===== src/rtl/palm_scan_controller_pkg.sv =====
// Shared types for the palm scan path: FSM state encoding, default frame geometry
// and the 8-bit coordinate type used by the segmentation and palm stages.
package palm_scan_controller_pkg;

  typedef enum logic [2:0] {
    StIdle,
    StWaitSof,
    StScan,
    StReport,
    StFail
  } state_e;

  localparam int unsigned ImgWDefault = 160;
  localparam int unsigned ImgHDefault = 120;

  typedef logic [7:0] coord_t;

endpackage


===== src/rtl/palm_run_tracker.sv =====
// Horizontal run tracker: opens/extends/closes runs of hand pixels within a row and
// computes the width and palm height of the run closing on the current transfer.
module palm_run_tracker
  import palm_scan_controller_pkg::*;
#(
  parameter int unsigned MIN_WIDTH = 17
) (
  input  logic       clk,
  input  logic       rst,
  input  logic       step,
  input  logic       restart,
  input  logic       pix_data,
  input  logic       last_col,
  input  logic [7:0] row,
  input  logic [7:0] col,
  input  logic       testing_switch,
  input  logic [7:0] palm_height_test,
  output logic       hit,
  output logic [7:0] run_r,
  output logic [7:0] run_sc,
  output logic [7:0] run_ec,
  output logic [7:0] width,
  output logic [7:0] height
);

  logic   open_q;
  coord_t r_q, sc_q, ec_q;
  logic   open_eff, close;
  coord_t r_d, sc_d, ec_d;

  // A start-of-frame pixel drops any run left open from the previous position.
  always_comb begin
    open_eff = open_q & ~restart;
    r_d      = r_q;
    sc_d     = sc_q;
    ec_d     = ec_q;
    if (pix_data) begin
      if (!open_eff) begin
        r_d  = row;
        sc_d = col;
      end
      ec_d = col;
    end
    close = (open_eff & ~pix_data) | (pix_data & last_col);
  end

  assign run_r  = r_d;
  assign run_sc = sc_d;
  assign run_ec = ec_d;
  assign width  = ec_d - sc_d;
  assign hit    = step & close & (width > coord_t'(MIN_WIDTH));
  assign height = testing_switch ? palm_height_test : width + (width >> 1);

  always_ff @(posedge clk or negedge rst) begin
    if (!rst) begin
      open_q <= 1'b0;
      r_q    <= '0;
      sc_q   <= '0;
      ec_q   <= '0;
    end else if (step) begin
      open_q <= pix_data & ~last_col;
      r_q    <= r_d;
      sc_q   <= sc_d;
      ec_q   <= ec_d;
    end
  end

endmodule


===== src/rtl/palm_scan_controller.sv =====
// Palm search sequencer: arms on start, syncs to SOF, stops at the first qualifying run
// and reports it over a valid/ready handshake. Optional stall timeout: PALM_SCAN_TIMEOUT_EN.
module palm_scan_controller
  import palm_scan_controller_pkg::*;
#(
  parameter int unsigned IMG_W     = ImgWDefault,
  parameter int unsigned IMG_H     = ImgHDefault,
  parameter int unsigned MIN_WIDTH = 17
`ifdef PALM_SCAN_TIMEOUT_EN
  ,
  parameter int unsigned TIMEOUT_CYC = 4095
`endif
) (
  input  logic       clk,
  input  logic       rst,
  input  logic       start,
  input  logic       abort,
  input  logic       pix_valid,
  output logic       pix_ready,
  input  logic       pix_data,
  input  logic       pix_sof,
  input  logic       testing_switch,
  input  logic [7:0] palm_height_test,
  output logic       busy,
`ifdef PALM_SCAN_TIMEOUT_EN
  output logic       timeout,
`endif
  output logic       res_valid,
  input  logic       res_ready,
  output logic       res_found,
  output logic [7:0] start_r,
  output logic [7:0] start_c,
  output logic [7:0] end_r,
  output logic [7:0] end_c,
  output logic [7:0] palm_width,
  output logic [7:0] palm_height
);

  localparam coord_t LastCol = coord_t'(IMG_W - 1);
  localparam coord_t LastRow = coord_t'(IMG_H - 1);

  state_e state_q;
  coord_t row_q, col_q, row_eff, col_eff;
  logic   xfer, step, last_col, last_pix, tmo_hit;
  logic   run_hit;
  logic [7:0] run_r, run_sc, run_ec, run_w, run_h;

  assign pix_ready = (state_q == StWaitSof) || (state_q == StScan);
  assign busy      = (state_q != StIdle);
  assign xfer      = pix_valid & pix_ready;
  // In WAIT_SOF only the SOF pixel is processed; everything else is dropped.
  assign step      = xfer & ~abort & ((state_q == StScan) | pix_sof);
  assign row_eff   = pix_sof ? '0 : row_q;
  assign col_eff   = pix_sof ? '0 : col_q;
  assign last_col  = (col_eff == LastCol);
  assign last_pix  = last_col && (row_eff == LastRow);

  palm_run_tracker #(
    .MIN_WIDTH(MIN_WIDTH)
  ) u_run_tracker (
    .clk             (clk),
    .rst             (rst),
    .step            (step),
    .restart         (pix_sof),
    .pix_data        (pix_data),
    .last_col        (last_col),
    .row             (row_eff),
    .col             (col_eff),
    .testing_switch  (testing_switch),
    .palm_height_test(palm_height_test),
    .hit             (run_hit),
    .run_r           (run_r),
    .run_sc          (run_sc),
    .run_ec          (run_ec),
    .width           (run_w),
    .height          (run_h)
  );

`ifdef PALM_SCAN_TIMEOUT_EN
  localparam int unsigned TmoW = $clog2(TIMEOUT_CYC + 1);
  logic [TmoW-1:0] tmo_cnt_q;

  assign tmo_hit = pix_ready && !xfer && (tmo_cnt_q == TmoW'(TIMEOUT_CYC - 1));

  // Outside WAIT_SOF/SCAN the counter sits at zero, so state entry starts it fresh.
  always_ff @(posedge clk or negedge rst) begin
    if (!rst) begin
      tmo_cnt_q <= '0;
    end else if (!pix_ready || xfer || tmo_hit || abort) begin
      tmo_cnt_q <= '0;
    end else begin
      tmo_cnt_q <= tmo_cnt_q + TmoW'(1);
    end
  end
`else
  assign tmo_hit = 1'b0;
`endif

  always_ff @(posedge clk or negedge rst) begin
    if (!rst) begin
      state_q     <= StIdle;
      row_q       <= '0;
      col_q       <= '0;
      res_valid   <= 1'b0;
      res_found   <= 1'b0;
      start_r     <= '0;
      start_c     <= '0;
      end_r       <= '0;
      end_c       <= '0;
      palm_width  <= '0;
      palm_height <= '0;
`ifdef PALM_SCAN_TIMEOUT_EN
      timeout     <= 1'b0;
`endif
    end else begin
      if (step) begin
        col_q <= last_col ? '0 : col_eff + 8'd1;
        row_q <= last_col ? row_eff + 8'd1 : row_eff;
      end
      if (abort) begin
        state_q   <= StIdle;
        res_valid <= 1'b0;
      end else begin
        unique case (state_q)
          StIdle: begin
            if (start) begin
              state_q <= StWaitSof;
`ifdef PALM_SCAN_TIMEOUT_EN
              timeout <= 1'b0;
`endif
            end
          end
          StWaitSof, StScan: begin
            if (step && run_hit) begin
              state_q     <= StReport;
              res_valid   <= 1'b1;
              res_found   <= 1'b1;
              start_r     <= run_r;
              end_r       <= run_r;
              start_c     <= run_sc;
              end_c       <= run_ec;
              palm_width  <= run_w;
              palm_height <= run_h;
            end else if ((step && last_pix) || tmo_hit) begin
              state_q     <= StFail;
              res_valid   <= 1'b1;
              res_found   <= 1'b0;
              start_r     <= '0;
              end_r       <= '0;
              start_c     <= '0;
              end_c       <= '0;
              palm_width  <= '0;
              palm_height <= '0;
`ifdef PALM_SCAN_TIMEOUT_EN
              timeout     <= tmo_hit;
`endif
            end else if (step) begin
              state_q <= StScan;
            end
          end
          StReport, StFail: begin
            if (res_ready) begin
              state_q   <= StIdle;
              res_valid <= 1'b0;
            end
          end
          default: state_q <= StIdle;
        endcase
      end
    end
  end

endmodule


===== config.mk =====
export PLATFORM = sky130hd
export DESIGN_NAME = palm_scan_controller
export DESIGN_NICKNAME = d
export VERILOG_FILES = /design/src/rtl/palm_scan_controller_pkg.sv /design/src/rtl/palm_run_tracker.sv /design/src/rtl/palm_scan_controller.sv
export SDC_FILE = /design/constraint.sdc
export NUM_CORES = 1
export LEC_CHECK = 0
export ABC_AREA = 0
export CAP_MARGIN = 15
export CORE_MARGIN = 2
export CORE_UTILIZATION = 45
export CTS_CLUSTER_SIZE = 12
export DETAILED_ROUTE_END_ITERATION = 6
export HOLD_SLACK_MARGIN = 0.08
export PLACE_DENSITY_LB_ADDON = 0.1
export SYNTH_ARGS = -nofsm -noshare
export SYNTH_HDL_FRONTEND = slang
export SYNTH_SLANG_ARGS = --single-unit

===== constraint.sdc =====
create_clock -name clk -period 4.4 [get_ports clk]
set_clock_uncertainty 0.05 [all_clocks]
set_input_delay 0.88 -clock clk [delete_from_list [all_inputs] [get_ports clk]]
set_output_delay 0.88 -clock clk [all_outputs]
set_load 0.02 [all_outputs]

[Word-level counts from Yosys, hierarchy flattened]
Index checks and enable logic that the tools add are counted.
Storage, ports and cells
  register bits after elaboration: 86
  bits in latches: 0
  RAM bits: 0
  memory bits (read-only): 0
  input port bits: 17
  output and inout port bits: 52
  word-level logic and storage cells: 87
  memories kept: 0
Operators by class
  $add $sub $neg: 4
  $mul: 0
  divide/modulo/power cells: 0
  $lt $le $gt $ge: 1
  equality and inequality tests: 10
  shift operators: 0
  multiplexer cells: 30
  bitwise logic cells: 15
  reductions and logical operators: 13
Operators by type and width (count)
  $mux W8: 16
  $mux W3: 6
  $add A8 B1 Y8 const B: 2
  $and A1 B1 Y1: 9
  $pmux W3 S3: 1
  $reduce_and A3 Y1: 3
  $add A8 B7 Y8: 1
  $eq A8 B7 Y1 const B: 1
  $eq A8 B8 Y1 const B: 1
  $gt A8 B5 Y1 const B: 1
  $sub A8 B8 Y8: 1
  $eq A3 B2 Y1 const B: 2
  $mux W1: 6
  $ne A3 B3 Y1 const B: 2
  $reduce_bool A3 Y1: 2
  $ne A5 B5 Y1 const B: 1
  $ne A4 B4 Y1 const B: 1
  $not A1 Y1: 4
  $reduce_or A2 Y1: 2
  $eq A3 B1 Y1 const B: 1
  $eq A3 B3 Y1 const B: 1
  $logic_and A1 B1 Y1: 3
  $logic_not A3 Y1: 1
  $or A1 B1 Y1: 2
  other kinds (3): 3

[Longest topological paths before layout]
  depth after elaboration: 11
  gate-level depth with buffers: 21
  depth with buffers taken out: 19

[Hierarchy]
From an unflattened synthesis, not the netlist that was laid out.
Unflattened totals
  cells, all modules: 526
  area, all modules: 5268.8 um^2
By module, submodules not included
  palm_scan_controller: times used 1, cells an instance 260, area each 2897.8 um^2, seq. area each 1526.5 um^2
  palm_run_tracker: times used 1, cells an instance 266, area each 2371.0 um^2, seq. area each 625.6 um^2

[Worst setup path after synthesis]
No wires, ideal clock.
  path type: input to register
  start point: in pix_sof
  end point: reg palm_height[6]
  setup time: 96 ps
  arrival time: 4279 ps
  required time: 4254 ps
  setup slack: -24 ps
  stages on the path: 17
  path buffers: 1
  cell sequence: nand2b_1 -> nand2_1 -> buf_1 -> mux2i_1 -> ha_1 -> nor2b_2 -> o31a_1 -> o211ai_1 -> inv_1 -> ha_1 -> o21a_1 -> nor2_1 -> o21ai_0 -> a211oi_1 -> nor3_2 -> xnor2_1 -> o31ai_1
Between the ends
  cells in the longest elaborated chain, start to end: 10
  elaborated cells on any way between the ends: 26
  those cells by class: add/sub (2); order compare (1); eq/ne (2); mux (7); bitwise (9); reduce/logical (5)
Ends and longest elaborated chain
  from (decl): line palm_scan_controller.sv:21  | input logic pix_sof,
  $not A1 Y1: line palm_run_tracker.sv:33  | open_eff = open_q & ~restart;
  $and A1 B1 Y1: line palm_run_tracker.sv:33
  $mux W8: line palm_run_tracker.sv:38  | if (!open_eff) begin
  $mux W8: line palm_run_tracker.sv:37  | if (pix_data) begin
  $sub A8 B8 Y8: line palm_run_tracker.sv:50  | assign width = ec_d - sc_d;
  $gt A8 B5 Y1: line palm_run_tracker.sv:51  | assign hit = step & close & (width > coord_t'(MIN_WIDTH));
  $and A1 B1 Y1: line palm_run_tracker.sv:51
  $logic_and A1 B1 Y1: line palm_scan_controller.sv:134  | if (step && run_hit) begin
  $reduce_bool A2 Y1 (no line)
  $reduce_and A3 Y1 (no line)
  to (signal assigned): line palm_scan_controller.sv:143  | palm_height <= run_h;
  to (decl): line palm_scan_controller.sv:36  | output logic [7:0] palm_height
Parallel ways exist; a longest one is shown, timed or not.
A chain may end at the register's enable or synchronous reset.

[Worst setup path in the final report]
  start point: in pix_sof
  end point: reg palm_height[7]
The elaborated chain is that of the path after synthesis.

==> flow_summary.yaml <==
global_routing:
  grt_util_all_layers_pct: 21.5
  first_global_vias: 3960
  grt_pass1_wl_um: 19800
  grt_max_degree: 56
  antenna_found_initial: 0
  grt.overflow.total: 0
clock_network:
  clk_pin_slew_ps: 80
  cts.sinks: 86
  cts_buffers: 9
  cts-root-buf: "clkbuf_8"
  htree_levels: 3
  clock_latency_ps: 380
  cts_tree: "done"
  cts_buffer_depth: 2
floorplan:
  core_um2: 10800
  start_util_pct: 45.9
  num_rows: 38
  dieArea_um2: 11900
  die_w_um: 109
  die_h_um: 109
  io_pins: 69
timing:
  rsz0062_at_grt: "no"
  fin_setup_tns_ps: 0
  holdWs_ps: 438
  max_freq_mhz: 253
  relSlewSlack_pct: 54.6
  final_hold_viol_count: 0
  finalCriticalPeriod_ps: 3960
  worst_pin_slew_ps: 681
  setup_viol: 0
  drv_slew: 0
  worst_slack_ps: 444
  fin_crit_sh_pct: 89.9
logic_synthesis:
  synth_area_um2: 4950
  synth_nets: 564
  async_flop_share_pct: 100
  synth_cells: 526
  synth_flop_cell: "dfrtp_1"
  synth_cell_types: 66
  avgSynthCellArea_um2: 9.41
  ys_seq_area_share_pct: 43.5
  synth_edf_count: 0
  ys_ff_latch: 86
  yosys_warnings: 0
power:
  powerDensity_nw_per_um2: 482
  power_leakage_nw: 2.92
  fin_total_pwr_mw: 3.11
  irDropWorstVdd_uv: 249
layout:
  syn2layout_area_growth_pct: 30.2
  num-nets-final: 669
  antennaDiodeCount: 0
  finalNonFillerCells: 776
  final.fill_count: 934
  final_area_um2: 6450
  final_core_util_pct: 59.7
  drive_gt1_share_pct: 20.3
placed_design:
  dpl.cell_count: 754
  place.gp.congestion: 0.850
  placed_area_um2: 6040
  dp_hpwl_um: 8690
  numPortBuffers: 68
  dp_slack_ps: -341
min_path:
  hold_class: "reg -> reg"
routing:
  drt_iter0_markers: 242
  first_pass_iters: 5
  finalWirelength_um: 12100
  drcViolationCount: 0
  via_per_inst: 5.38
  num_vias: 4178
  ant_nets: 0
  wl_per_cell_um: 15.6
worst_setup_path:
  worst-setup-path-type: "in -> reg"
  cp.arrival_ps: 4140
  worstSetupStartpointType: "input port"
  cp_max_fo: 6
  end_kind: "flip-flop"
  crit_required_ps: 4590
job:
  cap_violations: 0
run_status:
  status: "finished clean"
cell type report:
| type | instances | area (um2) | area share, % |
|---|---|---|---|
| clock buffer | 10 | 138 | 2.13 |
| clock inverter | 6 | 70.1 | 1.09 |
| inverter | 19 | 71.3 | 1.11 |
| multi-input combinational | 381 | 2630 | 40.8 |
| sequential | 86 | 2150 | 33.4 |
| tap | 140 | 175 | 2.72 |
| timing repair buffer | 134 | 1210 | 18.8 |
power by group:
group / total, mW / internal (mW) / leakage [nW] / switching, mW
sequential: 0.903 / 0.848 / 1.19 / 0.0549
clock: 0.588 / 0.281 / 0.0951 / 0.308
combinational: 1.62 / 0.816 / 1.63 / 0.802
per-layer routing:
metal | global-route usage [%] | vias to the layer above | routed length (um)
met3 | 3.83 | 12 | 429
met2 | 34.3 | 76 | 5650
met1 | 29.7 | 2030 | 5850
li1 | - | 2060 | -
met5 | 0 | - | 0
met4 | 6.87 | 0 | 164
final timing paths:
path,startpoint,to,slack [ps],cells past startpoint
max in group asynchronous,rst,palm_width[5],2940,2
hold reg to reg,res_found,res_found,440,2
setup / recovery,pix_sof,palm_height[7],440,21
hold / removal,res_found,res_found,440,2
min in group asynchronous,rst,end_r[2],470,1
setup reg to reg,u_run_tracker.open_q,palm_height[7],730,20
cells in the mapped netlist, types with 3 or more instances:
cell type / n / area (um2)
and3_1: 5 / 31.3
nand2_1: 52 / 195
nand4_1: 5 / 31.3
xnor2_1: 13 / 114
nor3b_1: 4 / 30.0
nor3_2: 3 / 30.0
o41ai_1: 3 / 26.3
mux2_2: 7 / 78.8
buf_4: 13 / 97.6
buf_2: 4 / 20.0
a21o_1: 6 / 45.0
buf_6: 4 / 45.0
o21ai_0: 61 / 305
dfrtp_1: 86 / 2150
ha_1: 20 / 250
a21oi_1: 21 / 105
nor2b_1: 14 / 87.6
mux2i_1: 22 / 220
nand2b_1: 5 / 31.3
inv_1: 18 / 67.6
buf_1: 5 / 18.8
a31oi_1: 3 / 18.8
nor3_1: 8 / 40.0
nand3_1: 48 / 240
clkbuf_1: 15 / 56.3
nor2_1: 21 / 78.8
o21ai_1: 9 / 45.0
xor2_1: 4 / 35.0
cell families after synthesis:
group           synth area share [%]
flops                           43.5
simple gates                    18.9
xor+xnor                        3.66
buf+inv                         6.24
compound gates                  16.2
mux                             6.04
fa+ha+maj                       5.46
repair_timing:
action,CTS,global route
setup endpoints to repair,0,45
setup buffers,0,4
gates resized for setup,0,27
hold buffers,0,0
sequential cells by signal (all words and copies together), names as in the netlist:
register	count
state_q	3
u_run_tracker.sc_q	8
u_run_tracker.open_q	1
col_q	8
palm_height	8
u_run_tracker.ec_q	8
res_found	1
u_run_tracker.r_q	8
start_c	8
end_c	8
palm_width	8
end_r	8
res_valid	1
row_q	8
critical path, cell delays in order:
cell and delay, ps:
dlymetal6s2s_1 170, nand2b_4 170, nand2_2 90, buf_4 170, buf_4 130, mux2i_2 150, ha_1 320, buf_4 140
o2111ai_2 100, nand3b_4 130, a21o_1 220, a21oi_2 190, xnor2_2 100, ha_1 250, nand4_1 100, nand2_1 90
nor2_4 160, o21ai_2 120, and3_1 180, a31oi_1 170, o31ai_2 90
placed cells by master (no fill, tap or decap), types with 4 or more instances in the layout:
cell | Yosys | final
inv_1 | 18 | 18
xor2_1 | 4 | 4
and3_1 | 5 | 5
ha_1 | 20 | 19
nand2b_1 | 5 | 4
clkdlybuf4s50_1 | 0 | 65
nand3_1 | 48 | 48
xnor2_1 | 13 | 11
nand4_1 | 5 | 5
o21ai_0 | 61 | 61
nor2b_1 | 14 | 12
mux2_2 | 7 | 7
buf_4 | 13 | 64
nand2_1 | 52 | 50
a21oi_1 | 21 | 20
nor3_1 | 8 | 8
dfrtp_1 | 86 | 86
o21ai_1 | 9 | 9
nor2_1 | 21 | 19
mux2i_1 | 22 | 18
a21o_1 | 6 | 6
clkbuf_8 | 0 | 10
Power figures use the tool's default switching activity.
